<file path="src/rtl/front_end_ctrl.sv">
// Front-end pipeline controller: start-up sequencing, redirect/flush handling and stall chain.
// Optional perf counters are enabled by defining QU_FE_CTRL_PERF_CNT_EN.
`ifndef QU_PC_WIDTH
`define QU_PC_WIDTH 32
`endif

module front_end_ctrl #(
    parameter int PC_WIDTH     = `QU_PC_WIDTH,
    parameter int FLUSH_CYCLES = 3
) (
    input  logic                clk,
    input  logic                rst,
    input  logic                start,
    input  logic                branch,
    input  logic                jump,
    input  logic                exception,
    input  logic [PC_WIDTH-1:0] branch_pc,
    input  logic [PC_WIDTH-1:0] jump_pc,
    input  logic [PC_WIDTH-1:0] exception_pc,
    input  logic                stall,
    input  logic                rob_full,
    input  logic                res_st_full,
    input  logic                fifo_mp_rn_full,
    input  logic                fifo_id_mp_full,
    input  logic                fifo_if_id_full,
    output logic                if_en,
    output logic                id_en,
    output logic                if_stall,
    output logic                id_stall,
    output logic                mp_stall,
    output logic                rn_stall,
    output logic                flush,
    output logic                redirect,
    output logic [PC_WIDTH-1:0] pc_override
`ifdef QU_FE_CTRL_PERF_CNT_EN
    ,
    output logic [31:0]         perf_redirect_cnt,
    output logic [31:0]         perf_stall_cnt
`endif
);

    localparam logic [3:0] FLUSH_LOAD = 4'(FLUSH_CYCLES - 1);

    typedef enum logic [1:0] {IDLE, WARMUP, RUN, FLUSH} state_t;

    state_t                state_reg;
    state_t                state_next;
    logic [3:0]            cnt_reg;
    logic [3:0]            cnt_next;
    logic                  redirect_req;
    logic                  redirect_next;
    logic [PC_WIDTH-1:0]   target_pc;
    logic                  stage_active;
    logic [2:0]            fifo_full_vec;
    logic [3:0]            stall_raw;
    logic [3:0]            stall_next;
    logic                  if_en_next;
    logic                  id_en_next;

    // Exception wins over branch, branch over jump; only one target is ever issued.
    always_comb begin
        redirect_req = exception | branch | jump;
        if (exception)
            target_pc = exception_pc;
        else if (branch)
            target_pc = branch_pc;
        else
            target_pc = jump_pc;
    end

    always_comb begin
        state_next    = state_reg;
        cnt_next      = cnt_reg;
        redirect_next = 1'b0;
        case (state_reg)
            IDLE: begin
                if (start)
                    state_next = WARMUP;
            end
            WARMUP, RUN: begin
                if (redirect_req) begin
                    state_next    = FLUSH;
                    cnt_next      = FLUSH_LOAD;
                    redirect_next = 1'b1;
                end else begin
                    state_next = RUN;
                end
            end
            FLUSH: begin
                if (redirect_req) begin
                    cnt_next      = FLUSH_LOAD;
                    redirect_next = 1'b1;
                end else if (cnt_reg == 4'd0) begin
                    state_next = WARMUP;
                end else begin
                    cnt_next = cnt_reg - 4'd1;
                end
            end
            default: begin
                state_next = IDLE;
                cnt_next   = 4'd0;
            end
        endcase
    end

    // Stall chain indexed rn(0), mp(1), id(2), if(3); each stage stalls when the
    // stage behind it stalls and the FIFO between them is full.
    assign fifo_full_vec = {fifo_if_id_full, fifo_id_mp_full, fifo_mp_rn_full};
    assign stall_raw[0]  = stall | rob_full | res_st_full;

    generate
        for (genvar gi = 1; gi < 4; gi++) begin : g_stall_chain
            assign stall_raw[gi] = stall | (stall_raw[gi-1] & fifo_full_vec[gi-1]);
        end
    endgenerate

    // Outputs describe the state being entered, so a redirect suppresses stalls.
    assign stage_active = (state_next == WARMUP) || (state_next == RUN);
    assign stall_next   = stage_active ? stall_raw : 4'b0000;
    assign if_en_next   = (state_next == WARMUP) || ((state_next == RUN) && !stall_next[3]);
    assign id_en_next   = (state_next == RUN) && !stall_next[2];

    always_ff @(posedge clk) begin
        if (rst) begin
            state_reg   <= IDLE;
            cnt_reg     <= 4'd0;
            if_en       <= 1'b0;
            id_en       <= 1'b0;
            rn_stall    <= 1'b0;
            mp_stall    <= 1'b0;
            id_stall    <= 1'b0;
            if_stall    <= 1'b0;
            flush       <= 1'b0;
            redirect    <= 1'b0;
            pc_override <= '0;
        end else begin
            state_reg <= state_next;
            cnt_reg   <= cnt_next;
            if_en     <= if_en_next;
            id_en     <= id_en_next;
            rn_stall  <= stall_next[0];
            mp_stall  <= stall_next[1];
            id_stall  <= stall_next[2];
            if_stall  <= stall_next[3];
            flush     <= (state_next == FLUSH);
            redirect  <= redirect_next;
            if (redirect_next)
                pc_override <= target_pc;
        end
    end

`ifdef QU_FE_CTRL_PERF_CNT_EN
    always_ff @(posedge clk) begin
        if (rst) begin
            perf_redirect_cnt <= 32'd0;
            perf_stall_cnt    <= 32'd0;
        end else begin
            if (redirect_next)
                perf_redirect_cnt <= perf_redirect_cnt + 32'd1;
            if ((state_reg == RUN) && (rn_stall | mp_stall | id_stall | if_stall))
                perf_stall_cnt <= perf_stall_cnt + 32'd1;
        end
    end
`endif

endmodule

</file>
<file path="config.mk">
export PLATFORM = sky130hd
export DESIGN_NAME = front_end_ctrl
export DESIGN_NICKNAME = d
export VERILOG_FILES = /design/src/rtl/front_end_ctrl.sv
export SDC_FILE = /design/constraint.sdc
export NUM_CORES = 1
export LEC_CHECK = 0
export BUFFER_PORTS_ARGS = -buffer_cell sky130_fd_sc_hd__buf_2
export CORE_MARGIN = 1.5
export CORE_UTILIZATION = 40
export CTS_BUF_LIST = sky130_fd_sc_hd__clkbuf_4 sky130_fd_sc_hd__clkbuf_8
export DETAILED_ROUTE_END_ITERATION = 16
export GPL_TIMING_DRIVEN = 0
export PLACE_DENSITY_LB_ADDON = 0.08
export SKIP_LAST_GASP = 1
export SYNTH_ARGS = -nofsm -noshare
export SYNTH_HDL_FRONTEND = slang
export SYNTH_SLANG_ARGS = --single-unit
</file>
<file path="constraint.sdc">
create_clock -name clk -period 2.4 [get_ports clk]
set_input_delay 0.24 -clock clk [delete_from_list [all_inputs] [get_ports clk]]
set_output_delay 0.24 -clock clk [all_outputs]
set_load 0.01 [all_outputs]
</file>
==> impl_metrics.env <==
export IMPL_run_status="finished clean"
export IMPL_synthDominantCellAreaShare_pct=39.2
export IMPL_synth_most_common_cell="dfxtp_1"
export IMPL_layout_worst_path_cycle_share_pct=93.6
export IMPL_grt_start_max_net_pins=14
export IMPL_post_cts_setup_buffer_count=0
export IMPL_hold_buffers=0
export IMPL_drt_pass1_iterations=6
export IMPL_worst_path_max_fanout=6
export IMPL_dieWidth_um=79.6
export IMPL_cts_max_path_buffers=2
export IMPL_cts_tree="yes"
export IMPL_net_total_in_the_final_layout=523
export IMPL_worstPathCellList="inv_1, ha_1, nor2_1, a2111o_1, and2_1, ha_1, o21ba_2, a211oi_1"
export IMPL_yosys_warnings=0
export IMPL_global_route_wire_length_before_repair_um=9350
export IMPL_final_setup_tns_ps=0
export IMPL_cts_root_buf="clkbuf_8"
export IMPL_largest_reg_flops=32
export IMPL_setup_viol=0
export IMPL_final_antenna_net_count=0
export IMPL_hold_viol_final=0
export IMPL_number_of_global_route_vias_before_repair=2091
export IMPL_drt_iter0_drc=68
export IMPL_power_density_nw_per_um2=828
export IMPL_crit_type="reg2reg"
export IMPL_r2r_cells=8
export IMPL_synthCells=255
export IMPL_initial_core_utilization_pct=42.1
export IMPL_fin_total_pwr_mw=2.70
export IMPL_source_to_sink_clock_delay_at_the_later_pin_of_the_worst_skew_pair_ps=290
export IMPL_cts_repair_resize_count=0
export IMPL_utilization_pct=58.5
export IMPL_max_cap_violations=0
export IMPL_cp_start_kind="flip-flop"
export IMPL_clock_sinks=46
export IMPL_vdd_drop_max_uv=539
export IMPL_synth_edff_count=0
export IMPL_layout_filler_cells=557
export IMPL_asyncSetResetFlopFracSynth_pct=0
export IMPL_crit_path_frequent_cell="ha_1"
export IMPL_cts_clk_slew_worst_paths_ps=80
export IMPL_core_rowCount=27
export IMPL_post_synth_cell_area_avg_sq_um=9.20
export IMPL_holdCritPathClass="in2reg"
export IMPL_final_max_slew_viol_count=0
export IMPL_antenna_found_initial=0
export IMPL_synth_commonest_cells="46 x dfxtp_1, 35 x o21ai_0, 34 x nand2_1"
export IMPL_boundaryPins=148
export IMPL_route_vias_total=2390
export IMPL_hold_slack_ps=156
export IMPL_post_route_min_period_ps=2250
export IMPL_gr_usage_total_pct=18.3
export IMPL_via_per_inst=4.97
export IMPL_worst_pin_slew_ps=465
export IMPL_gpl_final_weighted_congestion=0.746
export IMPL_die_height_um=79.6
export IMPL_synthesis_area_sq_um=2350
export IMPL_tritoncts_buffer_count=5
export IMPL_fin_skew_ps=4.28
export IMPL_layout_area_overhead_vs_synth_pct=39.0
export IMPL_netlist_top_cell_by_area="dfxtp_1"
export IMPL_route_detailed_drc=0
export IMPL_maxClockFrequency_ghz=0.445
export IMPL_ctsHtreeMaxLevel=2
export IMPL_drive_gt1_share_pct=41.8
export IMPL_crit_arrival_ps=2450
export IMPL_grt_setup_unrepaired="no"
export IMPL_crit_required_ps=2600
export IMPL_synth_nets=370
export IMPL_core_region_area_sq_um=5570
export IMPL_sequential_fraction_of_the_synthesis_area_pct=39.2
export IMPL_timing_critical_path_to_type="flip-flop"
export IMPL_yosys_most_used_dff="dfxtp_1"
export IMPL_routed_wirelength_um=6090
export IMPL_cell_types_with_the_largest_area_share_after_synthesis="dfxtp_1 39%, mux2i_1 14%, a22o_1 12%, o21ai_0 7.5%, nand2_1 5.4%"
export IMPL_post_synth_num_cell_types=37
export IMPL_dieArea_sq_um=6340
export IMPL_grt_overflow_total=0
export IMPL_diodes=0
export IMPL_ff_latch_count_synth=46
export IMPL_hold_depth=2
export IMPL_power_static_leakage_nw=1.72
export IMPL_io_buffer_count=146
export IMPL_routed_wire_length_per_instance_um=12.7
export IMPL_worst_path_largest_cell_delay_ps=420
export IMPL_crit_slowest_cell="a2111o_1"
export IMPL_dp_hpwl_um=4660
export IMPL_slew_headroom_pct=69.0
## final timing paths
path / start / to / slack [ps]
worst max-delay path: state_reg[0]$_SDFF_PP0_ / if_en$_SDFF_PP0_ / 150
worst min-delay path: fifo_mp_rn_full / mp_stall$_SDFF_PP0_ / 160
worst max register to register: state_reg[0]$_SDFF_PP0_ / if_en$_SDFF_PP0_ / 150
worst min register to register: pc_override[7]$_SDFFE_PP0P_ / pc_override[7]$_SDFFE_PP0P_ / 480
## through the flow
stage | std cells | instance area [sq um] | setup WS [ps]
floorplan | 255 | 2350 | 362
global placement | 473 | 3170 | 225
detailed placement | 473 | 3170 | 156
CTS | 481 | 3260 | 129
global route | 481 | 3260 | 15.2
finish | 481 | 3260 | 153
## power breakdown
part	switching, mW	total, mW	internal (mW)
combinational	0.599	1.15	0.549
sequential	0.0929	1.06	0.969
clock	0.247	0.491	0.244
## kinds of logic (layout without fill, tap and decap cells)
logic type | after synthesis | in the layout | synth area share (%)
adder cells (fa/ha/maj) | 7 | 7 | 3.73
multiplexers | 32 | 32 | 13.6
AO/OA/AOI/OAI | 84 | 84 | 25.1
flip-flops | 46 | 46 | 39.2
AND/OR/NAND/NOR | 61 | 61 | 12.7
buffers and inverters | 25 | 179 | 5.65
## critical path: cells and delay by family, from the launching register on
| kind | cells | cell delay (ps) |
|---|---|---|
| AND/OR/NAND/NOR | 2 | 220 |
| buffers and inverters | 1 | 60 |
| flip-flops | 1 | 390 |
| adder cells (fa/ha/maj) | 2 | 670 |
| AO/OA/AOI/OAI | 3 | 810 |
## per-layer routing
layer | part of all wire [%] | track usage (%) | vias to the layer above | wire length, um
met5 | 0 | 0 | - | 0
met1 | 44 | 22.5 | 1061 | 2650
li1 | - | - | 1231 | -
met3 | 8.5 | 5.71 | 6 | 518
met2 | 47 | 31.9 | 92 | 2890
met4 | 0.51 | 2.98 | 0 | 31
## placed cells by master, fill, tap and decap left out, types with 2 or more instances in the layout
master	n
a21oi_1	6
inv_1	7
nor3b_1	2
ha_1	7
nor2b_1	2
dfxtp_1	46
nand2_1	34
buf_6	4
buf_2	153
nor3_1	4
nor2_1	6
or3b_2	2
mux2i_1	32
a22o_1	32
clkbuf_1	6
clkbuf_8	6
a211oi_1	2
o21ai_0	35
nand2b_1	2
## final cells by class
| type | instances | area (sq um) | share of cell area (%) |
|---|---|---|---|
| Sequential cell | 46 | 921 | 28.2 |
| Clock inverter | 1 | 5.00 | 0.153 |
| Multi-Input combinational cell | 184 | 1290 | 39.6 |
| Timing Repair Buffer | 146 | 731 | 22.4 |
| Buffer | 18 | 106 | 3.26 |
| Clock buffer | 7 | 90.1 | 2.76 |
| Tap cell | 72 | 90.1 | 2.76 |
| Inverter | 7 | 26.3 | 0.805 |
(Power assumes the default switching activity.)
